**config.mk**
```make
export PLATFORM = sky130hd
export DESIGN_NAME = sram_mem_controller_flat
export DESIGN_NICKNAME = d
export VERILOG_FILES = /design/src/rtl/sram_mem_controller_if.sv /design/src/rtl/sram_mem_controller.sv /design/src/flat_wrapper.sv
export SDC_FILE = /design/constraint.sdc
export NUM_CORES = 1
export LEC_CHECK = 0
export BUFFER_PORTS_ARGS = -buffer_cell sky130_fd_sc_hd__buf_2
export CORE_MARGIN = 5
export CORE_UTILIZATION = 29
export CTS_BUF_LIST = sky130_fd_sc_hd__clkbuf_2 sky130_fd_sc_hd__clkbuf_4 sky130_fd_sc_hd__clkbuf_8
export DETAILED_ROUTE_END_ITERATION = 10
export SKIP_LAST_GASP = 1
export SLEW_MARGIN = 5
export SYNTH_ARGS = -nofsm -noshare
export SYNTH_HDL_FRONTEND = slang
export SYNTH_SLANG_ARGS = --single-unit
```
**constraint.sdc**
```tcl
create_clock -name clk -period 2.91 [get_ports clk]
set_input_delay 0.1455 -clock clk [delete_from_list [all_inputs] [get_ports clk]]
set_output_delay 0.1455 -clock clk [all_outputs]
set_load 0.01 [all_outputs]
```
**src/rtl/sram_mem_controller_if.sv**
```systemverilog
// Bundles the MEM-stage request/response signals and the SRAM pins of the
// data-memory controller. The controller uses the slave view; the MEM stage
// and the SRAM together use the master view.
interface sram_mem_controller_if #(
  parameter int SRAM_AW = 18
);
  logic               mem_r_en;
  logic               mem_w_en;
  logic [31:0]        addr;
  logic [31:0]        wdata;
  logic [31:0]        rdata;
  logic               ready;
  logic               freeze;
  logic [SRAM_AW-1:0] sram_addr;
  logic [15:0]        sram_dq_out;
  logic               sram_dq_oe;
  logic [15:0]        sram_dq_in;
  logic               sram_we_n;

  modport master (
    output mem_r_en, mem_w_en, addr, wdata, sram_dq_in,
    input  rdata, ready, freeze, sram_addr, sram_dq_out, sram_dq_oe, sram_we_n
  );

  modport slave (
    input  mem_r_en, mem_w_en, addr, wdata, sram_dq_in,
    output rdata, ready, freeze, sram_addr, sram_dq_out, sram_dq_oe, sram_we_n
  );
endinterface

```
**src/rtl/sram_mem_controller.sv**
```systemverilog
// Splits each 32-bit MEM-stage load/store into two half-word phases on a
// 16-bit asynchronous SRAM and stalls the pipeline until the access is done.
//
// state | meaning
// IDLE  | waiting for mem_r_en / mem_w_en
// LO    | low half-word phase (WAIT_CYCLES cycles)
// HI    | high half-word phase (WAIT_CYCLES cycles)
// DONE  | ready pulse, rdata valid, back to IDLE
module sram_mem_controller #(
  parameter logic [31:0] BASE_ADDR   = 32'd1024,
  parameter int          SRAM_AW     = 18,
  parameter int          WAIT_CYCLES = 2
) (
  input  logic                  clk,
  input  logic                  rst_n,
  sram_mem_controller_if.slave  bus
);

  typedef enum logic [1:0] {IDLE, LO, HI, DONE} state_t;

  localparam int CW = (WAIT_CYCLES > 1) ? $clog2(WAIT_CYCLES) : 1;
  localparam logic [CW-1:0] CNT_LOAD = CW'(WAIT_CYCLES - 1);

  state_t             state_q, state_d;
  logic [CW-1:0]      cnt_q, cnt_d;
  logic [SRAM_AW-1:0] addr_lo_q, addr_lo_d;
  logic [31:0]        wdata_q, wdata_d;
  logic               op_wr_q, op_wr_d;
  logic [31:0]        rdata_q;

  logic [SRAM_AW-1:0] sram_addr_q, sram_addr_d;
  logic [15:0]        dq_out_q, dq_out_d;
  logic               dq_oe_q, dq_oe_d;
  logic               we_n_q, we_n_d;

  logic               req;
  logic               tc;
  logic               start;
  logic [31:0]        offset;
  logic [SRAM_AW-1:0] new_lo;
  logic               unused_offset_bits;

  assign req    = bus.mem_r_en | bus.mem_w_en;
  assign tc     = (cnt_q == '0);
  assign start  = (state_q == IDLE) && req;
  // Unsigned subtraction: addresses below BASE_ADDR simply wrap in SRAM space.
  assign offset = bus.addr - BASE_ADDR;
  assign new_lo = {offset[SRAM_AW:2], 1'b0};
  assign unused_offset_bits = ^{offset[31:SRAM_AW+1], offset[1:0]};

  // Next-state and phase-timer logic; the timer counts down to terminal zero.
  always_comb begin
    state_d = state_q;
    cnt_d   = cnt_q;
    case (state_q)
      IDLE: begin
        if (req) begin
          state_d = LO;
          cnt_d   = CNT_LOAD;
        end
      end
      LO: begin
        if (tc) begin
          state_d = HI;
          cnt_d   = CNT_LOAD;
        end else begin
          cnt_d = cnt_q - 1'b1;
        end
      end
      HI: begin
        if (tc) state_d = DONE;
        else    cnt_d   = cnt_q - 1'b1;
      end
      DONE:    state_d = IDLE;
      default: state_d = IDLE;
    endcase
  end

  // Request capture and SRAM pin values for the state being entered, so the
  // pins are registered in lockstep with the state and never glitch.
  always_comb begin
    addr_lo_d   = start ? new_lo        : addr_lo_q;
    wdata_d     = start ? bus.wdata     : wdata_q;
    op_wr_d     = start ? bus.mem_w_en  : op_wr_q;
    sram_addr_d = sram_addr_q;
    dq_out_d    = dq_out_q;
    dq_oe_d     = 1'b0;
    we_n_d      = 1'b1;
    case (state_d)
      LO: begin
        sram_addr_d = addr_lo_d;
        if (op_wr_d) begin
          dq_out_d = wdata_d[15:0];
          dq_oe_d  = 1'b1;
          we_n_d   = 1'b0;
        end
      end
      HI: begin
        sram_addr_d = {addr_lo_d[SRAM_AW-1:1], 1'b1};
        if (op_wr_d) begin
          dq_out_d = wdata_d[31:16];
          dq_oe_d  = 1'b1;
          we_n_d   = 1'b0;
        end
      end
      default: ;
    endcase
  end

  // State, timer, captured request and SRAM pin registers.
  always_ff @(posedge clk or negedge rst_n) begin
    if (!rst_n) begin
      state_q     <= IDLE;
      cnt_q       <= '0;
      addr_lo_q   <= '0;
      wdata_q     <= '0;
      op_wr_q     <= 1'b0;
      sram_addr_q <= '0;
      dq_out_q    <= '0;
      dq_oe_q     <= 1'b0;
      we_n_q      <= 1'b1;
    end else begin
      state_q     <= state_d;
      cnt_q       <= cnt_d;
      addr_lo_q   <= addr_lo_d;
      wdata_q     <= wdata_d;
      op_wr_q     <= op_wr_d;
      sram_addr_q <= sram_addr_d;
      dq_out_q    <= dq_out_d;
      dq_oe_q     <= dq_oe_d;
      we_n_q      <= we_n_d;
    end
  end

  // Load data: each half is sampled on the last cycle of its read phase.
  always_ff @(posedge clk or negedge rst_n) begin
    if (!rst_n) begin
      rdata_q <= '0;
    end else if (!op_wr_q && tc) begin
      if (state_q == LO) rdata_q[15:0]  <= bus.sram_dq_in;
      if (state_q == HI) rdata_q[31:16] <= bus.sram_dq_in;
    end
  end

  assign bus.ready       = (state_q == DONE);
  assign bus.freeze      = req & ~bus.ready;
  assign bus.rdata       = rdata_q;
  assign bus.sram_addr   = sram_addr_q;
  assign bus.sram_dq_out = dq_out_q;
  assign bus.sram_dq_oe  = dq_oe_q;
  assign bus.sram_we_n   = we_n_q;

endmodule

```
**src/flat_wrapper.sv**
```systemverilog
// flat-port wrapper written by rule: the top's interface ports become plain ports
module sram_mem_controller_flat 
#(
  parameter logic [31:0] BASE_ADDR   = 32'd1024,
  parameter int          SRAM_AW     = 18,
  parameter int          WAIT_CYCLES = 2
)
  (clk, rst_n, bus_mem_r_en, bus_mem_w_en, bus_addr, bus_wdata, bus_sram_dq_in, bus_rdata, bus_ready, bus_freeze, bus_sram_addr, bus_sram_dq_out, bus_sram_dq_oe, bus_sram_we_n);
  sram_mem_controller_if #(.SRAM_AW(SRAM_AW)) bus_i ();
  input  logic clk;
  input  logic rst_n;
  input wire logic [$bits(bus_i.mem_r_en)-1:0] bus_mem_r_en;
  input wire logic [$bits(bus_i.mem_w_en)-1:0] bus_mem_w_en;
  input wire logic [$bits(bus_i.addr)-1:0] bus_addr;
  input wire logic [$bits(bus_i.wdata)-1:0] bus_wdata;
  input wire logic [$bits(bus_i.sram_dq_in)-1:0] bus_sram_dq_in;
  output wire logic [$bits(bus_i.rdata)-1:0] bus_rdata;
  output wire logic [$bits(bus_i.ready)-1:0] bus_ready;
  output wire logic [$bits(bus_i.freeze)-1:0] bus_freeze;
  output wire logic [$bits(bus_i.sram_addr)-1:0] bus_sram_addr;
  output wire logic [$bits(bus_i.sram_dq_out)-1:0] bus_sram_dq_out;
  output wire logic [$bits(bus_i.sram_dq_oe)-1:0] bus_sram_dq_oe;
  output wire logic [$bits(bus_i.sram_we_n)-1:0] bus_sram_we_n;
  assign bus_i.mem_r_en = bus_mem_r_en;
  assign bus_i.mem_w_en = bus_mem_w_en;
  assign bus_i.addr = bus_addr;
  assign bus_i.wdata = bus_wdata;
  assign bus_i.sram_dq_in = bus_sram_dq_in;
  assign bus_rdata = bus_i.rdata;
  assign bus_ready = bus_i.ready;
  assign bus_freeze = bus_i.freeze;
  assign bus_sram_addr = bus_i.sram_addr;
  assign bus_sram_dq_out = bus_i.sram_dq_out;
  assign bus_sram_dq_oe = bus_i.sram_dq_oe;
  assign bus_sram_we_n = bus_i.sram_we_n;
  sram_mem_controller #(.BASE_ADDR(BASE_ADDR), .SRAM_AW(SRAM_AW), .WAIT_CYCLES(WAIT_CYCLES)) u_core (.clk(clk), .rst_n(rst_n), .bus(bus_i));
endmodule
```
### Word level (Yosys, flattened, before mapping)

Index checks and enable logic that the tools add are counted.

| word-level totals | value |
|---|---|
| register bits | 122 |
| input port bits | 84 |
| output and inout port bits | 70 |
| logic and storage cells | 55 |

| operators by class | value |
|---|---|
| add/sub/neg operators | 2 |
| equal/unequal tests | 8 |
| mux-type cells | 19 |
| bitwise operators | 4 |
| reductions and logical operators | 11 |

Operators with widths:

| operator | number |
|---|---|
| case mux 18 bit (2 select lines) | 1 |
| 2-to-1 mux 16 bit | 2 |
| 2-to-1 mux 32 bit | 1 |
| case mux 16 bit (2 select lines) | 1 |
| subtractor 19 x 11 -> 19 bit (second input constant) | 1 |
| 2-to-1 mux 18 bit | 1 |
| 2-to-1 mux 1 bit | 8 |
| case mux 2 bit (4 select lines) | 1 |
| == test 2 bit (second input constant) | 3 |
| 2-to-1 mux 2 bit | 3 |
| inequality test 2 x 1 -> 1 bit (second input constant) | 3 |
| AND reduction 2 bit | 3 |
| == test 2 x 1 -> 1 bit (second input constant) | 2 |
| case mux 1 bit (3 select lines) | 1 |
| AND reduction 3 bit | 1 |
| nonzero test 3 bit | 1 |
| logical AND 1 bit | 2 |
| zero test 2 bit | 1 |
| NOT 1 bit | 2 |
| nonzero test 2 bit | 1 |
| OR reduction 2 bit | 1 |
| bitwise AND 1 bit | 1 |
| zero test 1 bit | 1 |
| bitwise OR 1 bit | 1 |
| subtractor 1 bit (second input constant) | 1 |

### Depth between registers and ports, before layout

| depth | value |
|---|---|
| depth after elaboration | 6 |
| depth in mapped cells | 12 |
| depth with buffers taken out | 10 |

### Worst setup path before layout

OpenSTA, ideal clock, no wires.

| timing | value |
|---|---|
| path kind | reg2reg |
| from | reg u_core.state_q[1] |
| to | reg u_core.dq_out_q[10] (netlist: u_core.bus.sram_dq_out[10]) |
| setup time | 125 ps |
| arrival | 2511 ps |
| required time | 2785 ps |
| path slack | 274 ps |
| stages on the path, launching flop included | 11 |
| buffers on the path | 2 |
| period minus slack after synthesis | 2636 ps |
| path through | dfrtp_1 inv_1 ha_1 o2bb2ai_1 a22o_1 inv_1 ha_1 clkbuf_1 clkbuf_1 mux4_2 mux2_2 |

| on the way | value |
|---|---|
| cells in the longest elaborated chain, start to end | 5 |
| elaborated cells between the ends (all ways) | 20 |
| those cells by class | eq/ne (7); mux (9); reduce/logical (4) |

Ends and longest elaborated chain:

| element | RTL line | source |
|---|---|---|
| start, declared | sram_mem_controller.sv:24 | `state_t state_q, state_d;` |
| start signal, assigned | sram_mem_controller.sv:123 | `state_q <= state_d;` |
| == test 2 bit, or another cell as far along | sram_mem_controller.sv:55 | `case (state_q)` |
| case mux 2 bit (4 select lines) (*) | sram_mem_controller.sv:55 |  |
| named net u_core.state_d[1] | sram_mem_controller.sv:24 |  |
| == test 2 bit or == test 2 x 1 -> 1 bit (tied branches) | sram_mem_controller.sv:89 | `case (state_d)` |
| inequality test 2 x 1 -> 1 bit (no source line) or nonzero test 2 bit (tied branches) | -- |  |
| AND reduction 3 bit (no source line) | -- |  |
| end signal, assigned | sram_mem_controller.sv:129 | `dq_out_q <= dq_out_d;` |
| end, declared | sram_mem_controller.sv:32 | `logic [15:0] dq_out_q, dq_out_d;` |

The timed path passes the listed nets; every way through them passes the cells marked *. The select of a mux whose other input is x is not followed.
A chain may end at the register's enable or synchronous reset.

### Worst setup path in the final report

| timing | value |
|---|---|
| from | reg u_core.state_q[1] |
| to | reg u_core.dq_out_q[9] (netlist: u_core.bus.sram_dq_out[9]) |

| on the way | value |
|---|---|
| cells in the longest elaborated chain, start to end | 5 |
| elaborated cells between the ends (all ways) | 20 |
| those cells by class | eq/ne (7); mux (9); reduce/logical (4) |

Ends and longest elaborated chain:

| element | RTL line |
|---|---|
| == test 2 bit, or another cell as far along | sram_mem_controller.sv:55 |
| case mux 2 bit (4 select lines) or logical AND 1 bit (tied branches) | sram_mem_controller.sv:55, sram_mem_controller.sv:45 |
| == test 2 bit, or another cell as far along | sram_mem_controller.sv:89 |
| inequality test 2 x 1 -> 1 bit (no source line), or another cell as far along | -- |
| AND reduction 3 bit (no source line) or case mux 16 bit (2 select lines) (tied branches) | -- |

Parallel ways exist; a longest one is shown, timed or not. The select of a mux whose other input is x is not followed.

==> impl_metrics.toml <==
[min_path]
whs_path_depth = 3
hold_class = "input pin to register"
hp-start = "bus_addr[15]"

[critical_path]
cpPeakStageDelay_ns = 0.41
arrival_ns = 2.91
crit_type = "register to register"
crit_required_ns = 3.21
crit_path_end_kind = "register"
crit_slowest_cell = "dfrtp_1"
cp_cell_sequence = "inv_1 -> ha_1 -> a211o_1 -> o21ai_0 -> ha_1 -> o31ai_4 -> buf_4 -> mux2_2"
crit_path_max_fanout = 16
crit_path_frequent_cell = "ha_1"
r2r_start = "u_core.state_q[1]"
rr_worst_depth = 8
worst_setup_path_start_kind = "register"
worstSetupStartpoint = "u_core.state_q[1]"

[drt]
drtAntennaViolNets = 0
vias_per_cell = 4.49
firstDrtPassIters = 4
via_count = 3921
drt_wl_total_um = 12500
drc = 0
wl_per_cell_um = 14.3
drt_iter0_markers = 114

[sta]
slew_headroom_pct = 60.9
setup_viol = 0
setup_tns_ns = 0
fin_ws_ns = 0.308
fin_skew_ns = 0.0123
hold_viol_final = 0
drv_slew = 0
worst-slew-pin-transition_ns = 0.581
timing.hold.ws_ns = 0.0500
period_needed_ns = 2.60
fmax_mhz = 384
fin_crit_sh_pct = 89.4
grt_setup_unrepaired = "false"

[yosys]
dominantRegCellSynth = "dfrtp_1"
synth_edf_count = 0
synth_seq_cells = 122
synth_compound_area_share_pct = 3.60
syn-num-nets = 517
synthMuxAreaShare_pct = 20.5
synthAdderAreaFrac_pct = 1.92
async_flop_share_pct = 100
yosysSeqAreaShare_pct = 58.6
synth_area_um2 = 5210
synthSimpleGateAreaFrac_pct = 12.3
synth_top_family_by_area = "multiplexers"
synth-xor-area-share_pct = 0.672
ys_types = 45
yosysWarnings = 0
synth_area_per_cell_um2 = 12.3
netlist_instances = 425

[power_and_ir_drop]
p_total_mw = 8.71
p_seq_share_pct = 34.3
power_frac_clock_pct = 15.3
pwr-share-comb_pct = 50.4
max-vdd-ir-drop_mv = 0.554
p_switching_mw = 3.22
p_leak_nw = 3.44
power_density_nw_per_um2 = 1220
cellInternalPower_mw = 5.49
switching_share_pct = 37.0

[cts]
htree_levels = 4
clk_pin_slew_worst_paths_ns = 0.08
cts_hold_buf = 59
postCtsResizedCells = 0
cts_buffer_depth = 2
numClockSinks = 122
cts_setup_buffers = 0
cts_tree = "done"
root_buffer = "clkbuf_8"
cts-buffers-inserted = 17
clkLatencyLatePin_ns = 0.43

[layout]
drive_gt1_share_pct = 41.4
final_common_cell = "buf_2"
design_area_um2 = 7160
nets = 724
antennaDiodeCount = 0
fin_cells = 874
area_growth_pct = 37.4
final_cell_mix = "137 x buf_2, 132 x nand2_1, 121 x dfrtp_1"
final_util_pct = 40.1

[global_route]
grt_util_all_layers_pct = 12.6
grt_overflow = 0
grt_pass1_vias = 4194
grt_pass1_wl_um = 20700
grt_max_degree = 44
antenna_found_initial = 0

[flow_run]
cap_violations = 0

[place]
dp_slack_ns = 0.296
place.gp.congestion = 0.808
dp_hpwl_um = 8600
placed_area_um2 = 6210
dp.cells = 783
port_buffers = 138

[floorplanning]
die-height_um = 144
initial_core_util_pct = 29.2
die_w_um = 144
io_pins = 154
core-area_um2 = 17800
dieArea_um2 = 20700
rows = 49

[outcome]
run_status = "finished, final reports clean"
## registers in the layout, summed over array words and instances, names as in the netlist
register / flops
u_core.addr_lo_q: 18
u_core.op_wr_q: 1
u_core.bus.sram_we_n: 1
u_core.bus.sram_dq_out: 16
u_core.bus.sram_addr: 18
u_core.wdata_q: 32
u_core.state_q: 2
u_core.bus.rdata: 32
u_core.bus.sram_dq_oe: 1
u_core.cnt_q: 1
## path summary, 6_finish.rpt
path / slack, ns / end
min reg2reg: 0.47 / u_core.addr_lo_q[8]
min in group asynchronous: 0.25 / u_core.bus.sram_dq_out[11]
min: 0.05 / u_core.addr_lo_q[14]
max reg2reg: 0.31 / u_core.bus.sram_dq_out[9]
max: 0.31 / u_core.bus.sram_dq_out[9]
max in group asynchronous: 1.82 / u_core.bus.sram_we_n
## synthesized netlist by cell type (all sizes together) (2+ instances only)
cell	number	area, µm²
nand2	132	495
dfrtp	121	3030
mux2	62	698
mux4	16	360
buf	13	61.3
o21ai	10	50.0
nor2	9	33.8
clkbuf	8	30.0
ha	8	100
inv	8	30.0
o31ai	3	36.3
a21oi	2	10.0
a31oi	2	12.5
and2	2	12.5
nand3	2	10.0
nor2b	2	20.0
nor3	2	15.0
nor3b	2	20.0
o221ai	2	17.5
o22ai	2	12.5
xnor2	2	17.5
xor2	2	17.5
## power groups by stage
stage	combinational (mW)	sequential (mW)	clock [mW]
3_3_place_gp	4.27	2.97	0
6_report	4.39	2.99	1.33
3_5_place_dp	4.42	3.03	0
5_1_grt	4.85	3.10	1.48
2_1_floorplan	2.89	3.17	0
4_1_cts	4.50	3.00	1.41
## cell families after synthesis
group | count (synthesis)
and+or+nand+nor | 156
DFF | 122
muxes | 79
buffers and inverters | 29
AOI/OAI and AO/OA | 27
adders and majority gates | 8
xor gates and xnor gates | 4
## critical path: cells and delay by family, from the launching register on
kind / cells / cell delay [ns]
AOI/OAI and AO/OA: 3 / 0.67
adders and majority gates: 2 / 0.60
buffers and inverters: 2 / 0.41
DFF: 1 / 0.41
muxes: 1 / 0.38
## routing by layer
metal	up-vias	GRT usage [%]	wire length [µm]
li1	1858	-	-
met1	1956	15.1	5390
met2	95	21.7	6170
met3	12	3.57	697
met4	0	4.66	192
met5	-	0	0
## final cells by class
type / count / area [µm²]
repair buffers: 209 / 1390
multi-input cells: 274 / 2050
fillers: 1705 / 10700
flip-flops and latches: 122 / 3050
inverters: 8 / 30.0
clock buffers: 22 / 284
well taps: 229 / 287
clock inverters: 10 / 71.3
Power figures use the tool's default switching activity.
